### config.mk
export PLATFORM = sky130hd
export DESIGN_NAME = result_drain
export DESIGN_NICKNAME = d
export VERILOG_FILES = /design/src/rtl/result_drain.sv
export SDC_FILE = /design/constraint.sdc
export NUM_CORES = 1
export LEC_CHECK = 0
export CAP_MARGIN = 20
export CORE_MARGIN = 2
export CORE_UTILIZATION = 49
export DETAILED_ROUTE_END_ITERATION = 10
export HOLD_SLACK_MARGIN = 0.03
export PLACE_DENSITY = 0.76
export SLEW_MARGIN = 20
export SYNTH_ARGS = -nofsm -noshare
export SYNTH_HDL_FRONTEND = slang
export SYNTH_SLANG_ARGS = --single-unit
### constraint.sdc
create_clock -name clk -period 25.7 [get_ports clk]
set_input_delay 3.855 -clock clk [delete_from_list [all_inputs] [get_ports clk]]
set_output_delay 3.855 -clock clk [all_outputs]
set_load 0.1 [all_outputs]
### src/rtl/result_drain.sv
// Double-buffered drain for systolic_array results. It captures a whole tile of accumulators
// into one of two shadow banks and streams the tile out one beat per handshake.
module result_drain #(
  parameter int N_PE   = 16,
  parameter int DATA_W = 32,
  parameter int CNT_W  = 8,
  localparam int IDX_W = (N_PE > 1) ? $clog2(N_PE) : 1
) (
  input  logic                   clk,
  input  logic                   rst,
  input  logic                   capture,
  input  logic [N_PE*DATA_W-1:0] c_flat,
  output logic                   out_valid,
  input  logic                   out_ready,
  output logic [DATA_W-1:0]      out_data,
  output logic [IDX_W-1:0]       out_idx,
  output logic                   out_last,
  output logic                   busy,
  output logic                   overrun,
  input  logic                   clr_overrun,
  output logic [CNT_W-1:0]       tiles_done
);

  logic [1:0]       bank_full_reg;
  logic [1:0]       bank_full_next;
  logic             wr_bank_reg;
  logic             rd_bank_reg;
  logic [IDX_W-1:0] idx_reg;
  logic             overrun_reg;
  logic [CNT_W-1:0] tiles_done_reg;

  logic [DATA_W-1:0] bank_mem [2][N_PE];
  logic [DATA_W-1:0] c_word [N_PE];

  logic valid;
  logic fire;
  logic last_beat;
  logic final_fire;
  logic cap_accept;
  logic cap_reject;

  generate
    for (genvar gi = 0; gi < N_PE; gi++) begin : g_unpack
      assign c_word[gi] = c_flat[gi*DATA_W +: DATA_W];
    end
  endgenerate

  assign valid      = bank_full_reg[rd_bank_reg];
  assign fire       = valid && out_ready;
  assign last_beat  = (idx_reg == IDX_W'(N_PE - 1));
  assign final_fire = fire && last_beat;

  // With both banks full, wr_bank equals rd_bank, so a final beat frees exactly the bank
  // the capture is about to write.
  assign cap_accept = capture && (!bank_full_reg[wr_bank_reg] || final_fire);
  assign cap_reject = capture && !cap_accept;

  always_comb begin
    bank_full_next = bank_full_reg;
    if (final_fire) bank_full_next[rd_bank_reg] = 1'b0;
    if (cap_accept) bank_full_next[wr_bank_reg] = 1'b1;
  end

  always_ff @(posedge clk or negedge rst) begin
    if (!rst) begin
      bank_full_reg  <= 2'b00;
      wr_bank_reg    <= 1'b0;
      rd_bank_reg    <= 1'b0;
      idx_reg        <= '0;
      overrun_reg    <= 1'b0;
      tiles_done_reg <= '0;
    end else begin
      bank_full_reg <= bank_full_next;
      if (cap_accept) wr_bank_reg <= ~wr_bank_reg;
      if (fire) begin
        if (last_beat) begin
          idx_reg        <= '0;
          rd_bank_reg    <= ~rd_bank_reg;
          tiles_done_reg <= tiles_done_reg + 1'b1;
        end else begin
          idx_reg <= idx_reg + 1'b1;
        end
      end
      if (cap_reject)       overrun_reg <= 1'b1;
      else if (clr_overrun) overrun_reg <= 1'b0;
    end
  end

  // Bank storage carries no reset; bank_full alone decides whether its contents are meaningful.
  always_ff @(posedge clk) begin
    if (cap_accept) begin
      for (int i = 0; i < N_PE; i++) begin
        bank_mem[wr_bank_reg][i] <= c_word[i];
      end
    end
  end

  assign out_valid  = valid;
  assign out_data   = valid ? bank_mem[rd_bank_reg][idx_reg] : '0;
  assign out_idx    = idx_reg;
  assign out_last   = valid && last_beat;
  assign busy       = |bank_full_reg;
  assign overrun    = overrun_reg;
  assign tiles_done = tiles_done_reg;

endmodule

Word-level counts from Yosys, hierarchy flattened:

Memory sizes are Yosys's and may differ from the RTL's.
Index checks and enable logic that the tools add are counted.
W data, S select, Z words.

* register bits: 17
* bits in writable memories: 1024
* input bits: 517
* memories kept: 1

* add/sub/neg operators: 2
* magnitude comparators: 5
* eq/ne operators: 1
* multiplexer cells: 19
* bitwise operators: 6
* reductions and logical operators: 13

Memory list
* bank_mem: depth 2, bits a word 512, rd ports 1, clocked after Yosys merged registers in 0, write ports 1, RTL line 32 `logic [DATA_W-1:0] bank_mem [2][N_PE];`

Operators by type and width (number)
* $bmux W32 S4: 1
* $mux W32: 3
* $mux W1: 10
* $add A8 B1 Y8 const B: 1
* $logic_and A1 B1 Y1: 7
* $ge A5 B5 Y1 const B: 1
* $not A4 Y5: 1
* $add A4 B1 Y4 const B: 1
* $eq A4 B4 Y1 const B: 1
* $lt A1 B2 Y1 const B: 2
* $mux W2: 2
* $mux W4: 1
* $and A2 B2 Y2: 1
* $demux W1 S1: 2
* $ge A1 B1 Y1 const B: 2
* $logic_not A1 Y1: 2
* $not A1 Y1: 2
* $not A2 Y2: 1
* $or A2 B2 Y2: 1
* $reduce_and A2 Y1: 1
* $reduce_bool A2 Y1: 1
* $reduce_or A2 Y1: 1
* $logic_or A1 B1 Y1: 1

Longest topological paths before layout:

* depth in word-level cells: 9
* depth in mapped cells: 8
* gate-level depth less buffers: 5

Worst setup path after synthesis:

Ideal clock, no wire load.

* path type: input -> register
* from: input out_ready
* to: memory bank_mem[0][0] (netlist bit), enable pin
* setup time: 1.399 ns
* arrival: 25.636 ns
* data required time: 24.301 ns
* setup slack: -1.335 ns
* cell stages on the path: 5
* path buffers: 1
* cells stage by stage: inv_1 > nor3_1 > buf_2 > o21ai_0 > nor2_1

* word-level cells in the longest chain between the ends: 6

Ends and longest elaborated chain
* start: declaration: RTL line 14 `input logic out_ready,`
* $logic_and A1 B1 Y1: RTL line 49 `assign fire = valid && out_ready;`
* $logic_and A1 B1 Y1: RTL line 51 `assign final_fire = fire && last_beat;`
* $logic_or A1 B1 Y1: RTL line 55 `assign cap_accept = capture && (!bank_full_reg[wr_bank_reg] || final_fire);`
* $logic_and A1 B1 Y1: RTL line 55
* $mux W1: RTL line 91 `if (cap_accept) begin`
* $mux W1 (not written as such): RTL line 93 `bank_mem[wr_bank_reg][i] <= c_word[i];`
* end: declaration: RTL line 32

No other way between the ends.

Final worst setup path:

* from: register idx_reg[0] (netlist: out_idx[0])
* to: output out_data[31]

* word-level cells in the longest chain between the ends: 5

Ends and longest elaborated chain
* start: declaration: RTL line 28 `logic [IDX_W-1:0] idx_reg;`
* start signal: assignment: RTL line 81 `idx_reg <= idx_reg + 1'b1;`
* $not A4 Y5 (not written as such): RTL line 99 `assign out_data = valid ? bank_mem[rd_bank_reg][idx_reg] : '0;`
* $bmux W32 S4: RTL line 99
* $mux W32 (not written as such) (2 in series): RTL line 99
* $mux W32: RTL line 99
* end: declaration: RTL line 15 `output logic [DATA_W-1:0] out_data,`

No other way between the ends. The select of a mux whose other input is x is not followed.

==> flow_metrics.tcl <==
set metrics [dict create \
    numClockSinks 1041 \
    final-max-slew-violation-count 0 \
    worstSetupStartpointType "flop" \
    core_area_um2 80400 \
    mostFrequentLayoutCells "edfxtp_1, clkdlybuf4s50_1, mux4_2" \
    ratio_of_final_minimum_period_to_clock_period_pct 36.5 \
    antenna_violating_nets_post_route 0 \
    post_synth_inst_count 1729 \
    met1Wirelength_mm 36.8 \
    fmaxAchievable_mhz 107 \
    synth.yosys.seq_area_share_pct 78.3 \
    syn_nets 2248 \
    grt_overflow 0 \
    synth-main-ff-cell "edfxtp_1" \
    via_per_inst 5.78 \
    finish.net_count 2843 \
    grt_pass1_wl_mm 139 \
    post_cts_buffers 0 \
    placement_stage_cell_area_um2 46400 \
    rows 104 \
    area_growth_pct 25.8 \
    wl_per_cell_um 28.1 \
    max_slew_headroom_pct 11.7 \
    number_of_warnings_reported_in_the_yosys_synthesis_log 0 \
    fill_cells 5376 \
    dr.first_iter.drc_count 1963 \
    dr.pass1.iters 5 \
    regToRegEndpoint "bank_mem[0][89]" \
    via_count_of_the_first_global_routing_pass 21649 \
    number_of_flops_mapped_to_enable_cells_by_yosys 1024 \
    synth_async_sr_flop_share_pct 1.63 \
    drive_above_1_share_pct 17.4 \
    worstReg2RegStart "out_idx[2]" \
    final_common_cell "edfxtp_1" \
    post_cts.resized_instances 0 \
    post-dp-hpwl_mm 64.6 \
    detailroute.via_count 20250 \
    insertion_delay_ps 660 \
    run_status "complete, no violations" \
    grt_antenna_before_repair 54 \
    post-place-ws_ps 15690 \
    synth_seq_cells 1041 \
    h-tree-depth 3 \
    final.setup_skew_ps 21.4 \
    ctsHoldBuffers 0 \
    endpoint_kind "output port" \
    grt_max_degree 183 \
    synth.avg_cell_area_um2 23.0 \
    min_from "tiles_done[7]" \
    chipHeight_um 289 \
    largest_register_ffs 1024 \
    cts-buffers-inserted 104 \
    power.density_nw_per_um2 112 \
    tritoncts_clock_tree "built" \
    worst_setup_hold_path_clk_slew_ps 60 \
    timing.setup.critical_path_class "flop to output port" \
    grt_setup_unrepaired "no" \
    worst-endpoint-arrival_ps 5530 \
    floorplan.initialDensity_pct 49.5 \
    gr-usage-all-layers_pct 23.2 \
    tightestPinTransition_ps 1320 \
    post-route-cell-area_um2 50100 \
    period_needed_ps 9380 \
    timing_hold_violations_final 0 \
    setup_viol 0 \
    worst_hold_path.endpoint "tiles_done[7]" \
    fin_setup_tns_ps 0 \
    place.port_buffers 564 \
    synthDistinctLibCells 37 \
    worst_ir_drop_vdd_uv 104 \
    hold_path_class "flop to flop" \
    r2r.worst_path.cells 10 \
    maxUsedRoutingLayer "met5" \
    synth_area_um2 39800 \
    ctsRootBufferMaster "clkbuf_16" \
    total_power_mw 5.63 \
    critPathRequiredTime_ps 21840 \
    route.met3.wl_mm 8.80 \
    die-area_um2 83500 \
    place.gp.congestion 0.818 \
    min_path_cells 1 \
    drc 0 \
    maximum_count_of_clock_buffers_along_a_single_path 3 \
    routed_wirelength_mm 98.5 \
    top_ports 565 \
    maxCapViolCount 0 \
    critPathMaxFanout 48 \
    setup.reg_to_reg.worst_slack_ps 18980 \
    setup_slack_ps 16320 \
    leakagePower_nw 16.1 \
    die_width_um 289 \
    met2WireLength_mm 49.7 \
]
==> cells in the mapped netlist, drive strengths merged (7+ instances only) <==
library cell	instances	area [um^2]
nand2	30	113
clkbuf	38	150
edfxtp	1024	30700
a22oi	32	240
o21ai	27	135
nor2	7	26.3
o2111ai	8	70.1
mux4	224	5040
mux2i	129	1290
a221o	32	320
a221oi	24	210
buf	64	546
dfrtp	17	425
a31oi	32	200
==> routing by layer <==
metal,vias to the layer above,GRT usage (%)
met5,-,0
met4,34,9.74
met3,197,7.06
met2,856,37.8
met1,10493,29.2
li1,8670,-
==> cell families after synthesis <==
family	after synthesis	synth area share, %
buffers and inverters	109	1.81
multiplexers	354	15.9
AND/OR/NAND/NOR	51	0.553
AO/OA/AOI/OAI	163	3.10
adder cells (fa/ha/maj)	2	0.0629
XOR/XNOR	9	0.198
flip-flops	1041	78.3
==> power breakdown <==
part           switching, mW  internal, mW  total, mW
clock network          0.629         0.937       1.57
registers             0.0778          2.03       2.11
logic                   1.26         0.696       1.95
total                   1.96          3.67       5.63
==> area by class of cell <==
| type | instances | area [um^2] | area share [%] |
|---|---|---|---|
| multi-input cells | 579 | 7970 | 15.9 |
| repair buffers | 591 | 5900 | 11.8 |
| inverters | 7 | 28.8 | 0.0575 |
| clock buffers | 119 | 2700 | 5.39 |
| well taps | 1060 | 1330 | 2.65 |
| clock inverters | 73 | 875 | 1.75 |
| diodes | 36 | 90.1 | 0.180 |
| flip-flops and latches | 1041 | 31200 | 62.3 |
==> worst max-delay path by stage <==
stage | cells after the start | from | endpoint | slack, ps
finish | 7 | out_idx[0] | out_data[31] | 16320
global route | 7 | out_idx[0] | out_data[31] | 15940
CTS | 7 | out_idx[0] | out_data[31] | 16140
detailed placement | 10 | out_ready | bank_mem[0][34] | 15690
global placement | 10 | out_ready | bank_mem[0][2] | 15900
floorplan | 5 | out_ready | bank_mem[0][0] | 7350
==> worst max-delay path, cell delays in order (launching register included) <==
cell and delay [ps]:
dfrtp_4 820, buf_4 750, buf_4 780, mux4_2 370
mux2i_1 90, a221o_1 450, a31oi_1 310, clkdlybuf4s50_1 1220
==> metrics by stage <==
| stage | hold WS [ps] | util [%] | std cells |
|---|---|---|---|
| 2_1_floorplan | 509 | - | 1729 |
| 3_3_place_gp | 464 | 57.7 | 3278 |
| 3_5_place_dp | 480 | 57.7 | 3278 |
| 4_1_cts | 493 | 62.2 | 3470 |
| 5_1_grt | 522 | 62.3 | 3502 |
| 6_report | 492 | 62.3 | 3506 |
Power figures use the tool's default switching activity.
==> edit 1, RTL diff (same settings) <==
Set the parameter `DATA_W` to 28 (it was 32).
--- a/src/rtl/result_drain.sv
+++ b/src/rtl/result_drain.sv
@@ -4,3 +4,3 @@
   parameter int N_PE   = 16,
-  parameter int DATA_W = 32,
+  parameter int DATA_W = 28,
   parameter int CNT_W  = 8,
Ports: changed (resized c_flat and out_data); port bits go from 565 to 497. No check against the original RTL was run, so the function may have changed too.
==> edit 1 against the unedited design <==
- synthesized cell count fell by 12%
- power shrank 12%
- routed wire length down 9.0%
- die area decreased by 12%
- design area decreased by 13%
- synthesized area fell by 12%
- sequential cell count is 128 lower
- largest power group unchanged
- fmax shrank 0.38%
- critical path type unchanged
- worst setup slack got worse by 0.035 ns
- clock power down 17%
==> edit 1: results <==
group,metric,value,unit
status,status,"finished, final reports clean",
synth,synth-compound-area-share,3.11,%
synth,synth_cells,1521,
synth,synth_fp_nets,1976,
place,dpl.cell_count,2896,
global_routing,grt_pass1_wl,129000,µm
clock_tree,insertion_delay,0.64,ns
place,io_buffers,496,
drt,first_iter_violations,2021,
synth,yosysSeqAreaShare,78.4,%
setup_path,cp_max_fo,57,
global_routing,grt_max_degree,181,
timing,slew-limit-headroom,24.0,%
place,routabilityCongestion,0.867,
finish,drive_gt1_share,17.3,%
setup_path,critical_path.reg2reg.endpoint,"bank_mem[0][294]",
synth,synth_edf_count,896,
pwr,p_leak,14.1,nW
synth,synth-async-reset-ratio,1.86,%
drt,via_per_inst,5.82,
synth,yosys-top-cells-area,"edfxtp_1 (77%), mux4_2 (13%), mux2i_1 (3.2%), dfrtp_1 (1.2%), a221o_1 (0.80%)",
synth,synth_fa_ha_area_share,0.0717,%
setup_path,regToRegStartpoint,"rd_bank_reg",
finish,largest_reg_flops,896,
drt,drtPass1Iterations,6,
finish,final_nets,2505,
synth,synth_xor_area_share,0.226,%
synth,yosys_warnings,0,
clock_tree,cts_max_level,3,
finish,final_cells,3089,
setup_path,endpoint,"out_data[27]",
pwr,vdd_drop_max,124,µV
synth,ys_top_cells_by_count,"edfxtp_1 (896), mux4_2 (196), mux2i_1 (113)",
global_routing,grt_usage,24.4,%
timing,skew,0.0180,ns
setup_path,r2r_cells,10,
synth,ys_types,38,
drt,routedWlPerCell,29.0,µm
setup_path,r2r_setup_slack,19.29,ns
clock_tree,numCtsBuffers,92,
synth,synthMuxAreaShare,15.9,%
global_routing,grt_pass1_vias,19000,
setup_path,crit_arrival,5.56,ns
==> edit 1: changes by cell type after synthesis, sizes merged, moves of 4 or more <==
cell,unedited run,this run
mux4,224,196
a31oi,32,28
clkbuf,38,28
a221o,32,28
o21ai,27,23
a221oi,24,20
a22oi,32,28
mux2i,129,113
buf,64,58
edfxtp,1024,896
==> edit 1: area by class of cell <==
class,instances,area (µm²)
flip-flops and latches,913,27300
fillers,4677,26500
multi-input cells,515,7020
repair buffers,521,5180
clock buffers,125,2530
well taps,940,1180
clock inverters,45,423
diodes,23,57.6
inverters,7,27.5
==> edit 1: power breakdown <==
part           leakage [nW]  internal (mW)  switching, mW
Combinational          4.34          0.611           1.14
Clock                  1.45          0.761          0.545
Sequential             8.28           1.78         0.0850
==> edit 1: kinds of logic (layout without fill, tap and decap cells) <==
logic type                 after synthesis  in the layout
xor gates and xnor gates                 9              9
adders and majority gates                2              2
and+or+nand+nor                         51             51
other                                    0             23
muxes                                  310            310
AOI/OAI and AO/OA                      143            143
DFF                                    913            913
buffers and inverters                   93            698
==> edit 1: worst max-delay path, stage by stage, from the launching register on <==
cell and delay, ns:
dfrtp_4 0.73, buf_4 0.81, buf_4 0.80, mux4_2 0.60, mux2i_1 0.49, a221o_1 0.30, a31oi_1 0.07, clkdlybuf4s50_1 1.05
==> edit 1: worst min path at each step <==
stage,from,end,slack (ns),cells after the start
final,tiles_done[7],tiles_done[7],0.50,1
after detailed placement,tiles_done[7],tiles_done[7],0.49,1
after floorplan,bank_full_reg[1],bank_full_reg[1],0.51,1
after global routing,tiles_done[7],tiles_done[7],0.52,1
after CTS,tiles_done[7],tiles_done[7],0.50,1
after global placement,tiles_done[7],tiles_done[7],0.51,1
==> edit 1: stage by stage <==
stage / hold slack [ns] / util [%] / area [µm²] / power (mW) / setup WS, ns
final: 0.504 / 62.3 / 43800 / 4.93 / 16.28
after global routing: 0.521 / 62.3 / 43700 / 5.09 / 15.95
after CTS: 0.498 / 62.2 / 43700 / 4.97 / 16.15
after detailed placement: 0.491 / 58.0 / 40800 / 3.67 / 16.83
after global placement: 0.507 / 58.0 / 40800 / 3.64 / 16.84
after floorplan: 0.509 / - / 34900 / 3.19 / 1.47
==> edit 1: per-layer routing <==
layer	part of all wire [%]	track usage, %	vias to the layer above
li1	-	-	7627
met1	37	30.8	9388
met2	51	41.0	782
met3	8.7	6.67	153
met4	2.7	8.14	32
met5	0.23	0	-
==> edit 2, RTL diff (same settings) <==
Made on the original files. Put one more register stage on the output `overrun`, with the module's reset. The value now appears one clock later. The other outputs are not delayed to match.
--- a/src/rtl/result_drain.sv
+++ b/src/rtl/result_drain.sv
@@ -102,3 +102,9 @@
   assign busy       = |bank_full_reg;
-  assign overrun    = overrun_reg;
+  always_ff @(posedge clk or negedge rst) begin
+    if (!rst) begin
+      overrun <= '0;
+    end else begin
+      overrun <= overrun_reg;
+    end
+  end
   assign tiles_done = tiles_done_reg;
Check against the original RTL: not settled (the Yosys comparison gave no result); the edit may change what the design does.
==> edit 2 against the unedited design <==
- global-route usage rose by 0.91 points
- critical endpoint is now out_data[11]
- synthesized area down 0.10%
- power fell by 1.3%
- highest routed layer unchanged
- design area fell by 0.51%
- routed wire length grew 3.4%
- sequential cell count grew 1
- worst setup slack better by 0.032 ns
- first-iteration DRC count grew 4.1%
==> edit 2: results <==
group,metric,value,unit
setup_path,crit_arrival,5.49,ns
synth,yosysSeqAreaShare,78.5,%
drt,drtPass1Iterations,7,
drt,first_iter_violations,2043,
pwr,p_sw_share,35.7,%
place,dp.final_hpwl,68500,µm
drt,routedWlPerCell,29.1,µm
clock_tree,numCtsBuffers,103,
synth,synth_fp_nets,2249,
timing,skew,0.0203,ns
timing,tightest_slew,1.17,ns
synth,synth_fa_ha_area_share,0.0629,%
synth,ys_top_cells_by_count,"edfxtp_1 (1024), mux4_2 (224), mux2i_1 (129)",
finish,drive_gt1_share,17.3,%
finish,final_nets,2850,
synth,synth-compound-area-share,3.08,%
synth,yosys-top-cells-area,"edfxtp_1 (77%), mux4_2 (13%), mux2i_1 (3.2%), dfrtp_1 (1.1%), a221o_1 (0.81%)",
finish,fillers,5570,
global_routing,grt_pass1_vias,21600,
status,status,"finished, final reports clean",
synth,synthMuxAreaShare,16.0,%
global_routing,grt_usage,24.1,%
setup_path,regToRegStartpoint,"out_idx[1]",
place,routabilityCongestion,0.840,
global_routing,antenna_found_initial,40,
synth,synth-async-reset-ratio,1.73,%
worst_hold_path,worstHoldStart,"overrun_reg",
pwr,vdd_drop_max,117,µV
pwr,p_leak,16.0,nW
setup_path,cp_max_fo,46,
clock_tree,cts_resized,0,
edit 2: layer usage:
metal | track usage, % | share of wire, % | vias up
met5 | 0 | 0.24 | -
met4 | 9.12 | 2.9 | 40
met3 | 8.02 | 10 | 174
met2 | 40.5 | 51 | 977
met1 | 29.2 | 36 | 10400
li1 | - | - | 8676
edit 2: path summary, 6_finish.rpt:
check,slack (ns),end,cells after the start
max,16.35,out_data[11],6
min in group asynchronous,3.68,overrun,1
min reg2reg,0.39,overrun,0
min,0.39,overrun,0
max in group asynchronous,21.41,out_idx[0],1
max reg2reg,19.10,bank_mem[1][48],9
edit 2: metrics by stage:
| stage | power [mW] | cells | util, % | setup slack (ns) | area, µm² |
|---|---|---|---|---|---|
| floorplan | 3.61 | 1730 | - | 7.35 | 39800 |
| global placement | 4.12 | 3286 | 57.8 | 16.91 | 46500 |
| detailed placement | 4.15 | 3286 | 57.8 | 16.79 | 46500 |
| CTS | 5.62 | 3477 | 61.9 | 16.16 | 49800 |
| global route | 5.76 | 3493 | 61.9 | 15.92 | 49800 |
| finish | 5.56 | 3498 | 62.0 | 16.35 | 49800 |
edit 2: power by group through the flow:
stage          Sequential [mW]  Combinational (mW)  Clock (mW)
6_report                  2.13                1.95        1.47
5_1_grt                   2.15                2.05        1.56
4_1_cts                   2.14                1.99        1.50
3_5_place_dp              2.17                1.98           0
3_3_place_gp              2.16                1.96           0
2_1_floorplan             2.21                1.40           0
edit 2: final cells by class:
type,instances,share of cell area [%]
diodes,21,0.105
clock buffers,125,5.47
clock inverters,66,1.20
inverters,7,0.0578
multi-input cells,581,16.0
flip-flops and latches,1042,62.6
well taps,1060,2.66
repair buffers,596,11.9
edit 2: kinds of logic (layout without fill, tap and decap cells):
logic type	count (synthesis)	in the layout
AOI/OAI and AO/OA	161	161
xor gates and xnor gates	9	9
adders and majority gates	2	2
buffers and inverters	107	794
DFF	1042	1042
muxes	354	354
other	0	21
and+or+nand+nor	55	55
edit 2: worst max-delay path, stage by stage, from the launching register on:
cell and delay (ns):
dfrtp_4 0.93, buf_4 0.73, buf_4 0.88, mux4_2 0.60, a22oi_1 0.42, a31oi_1 0.19
clkdlybuf4s50_1 1.03
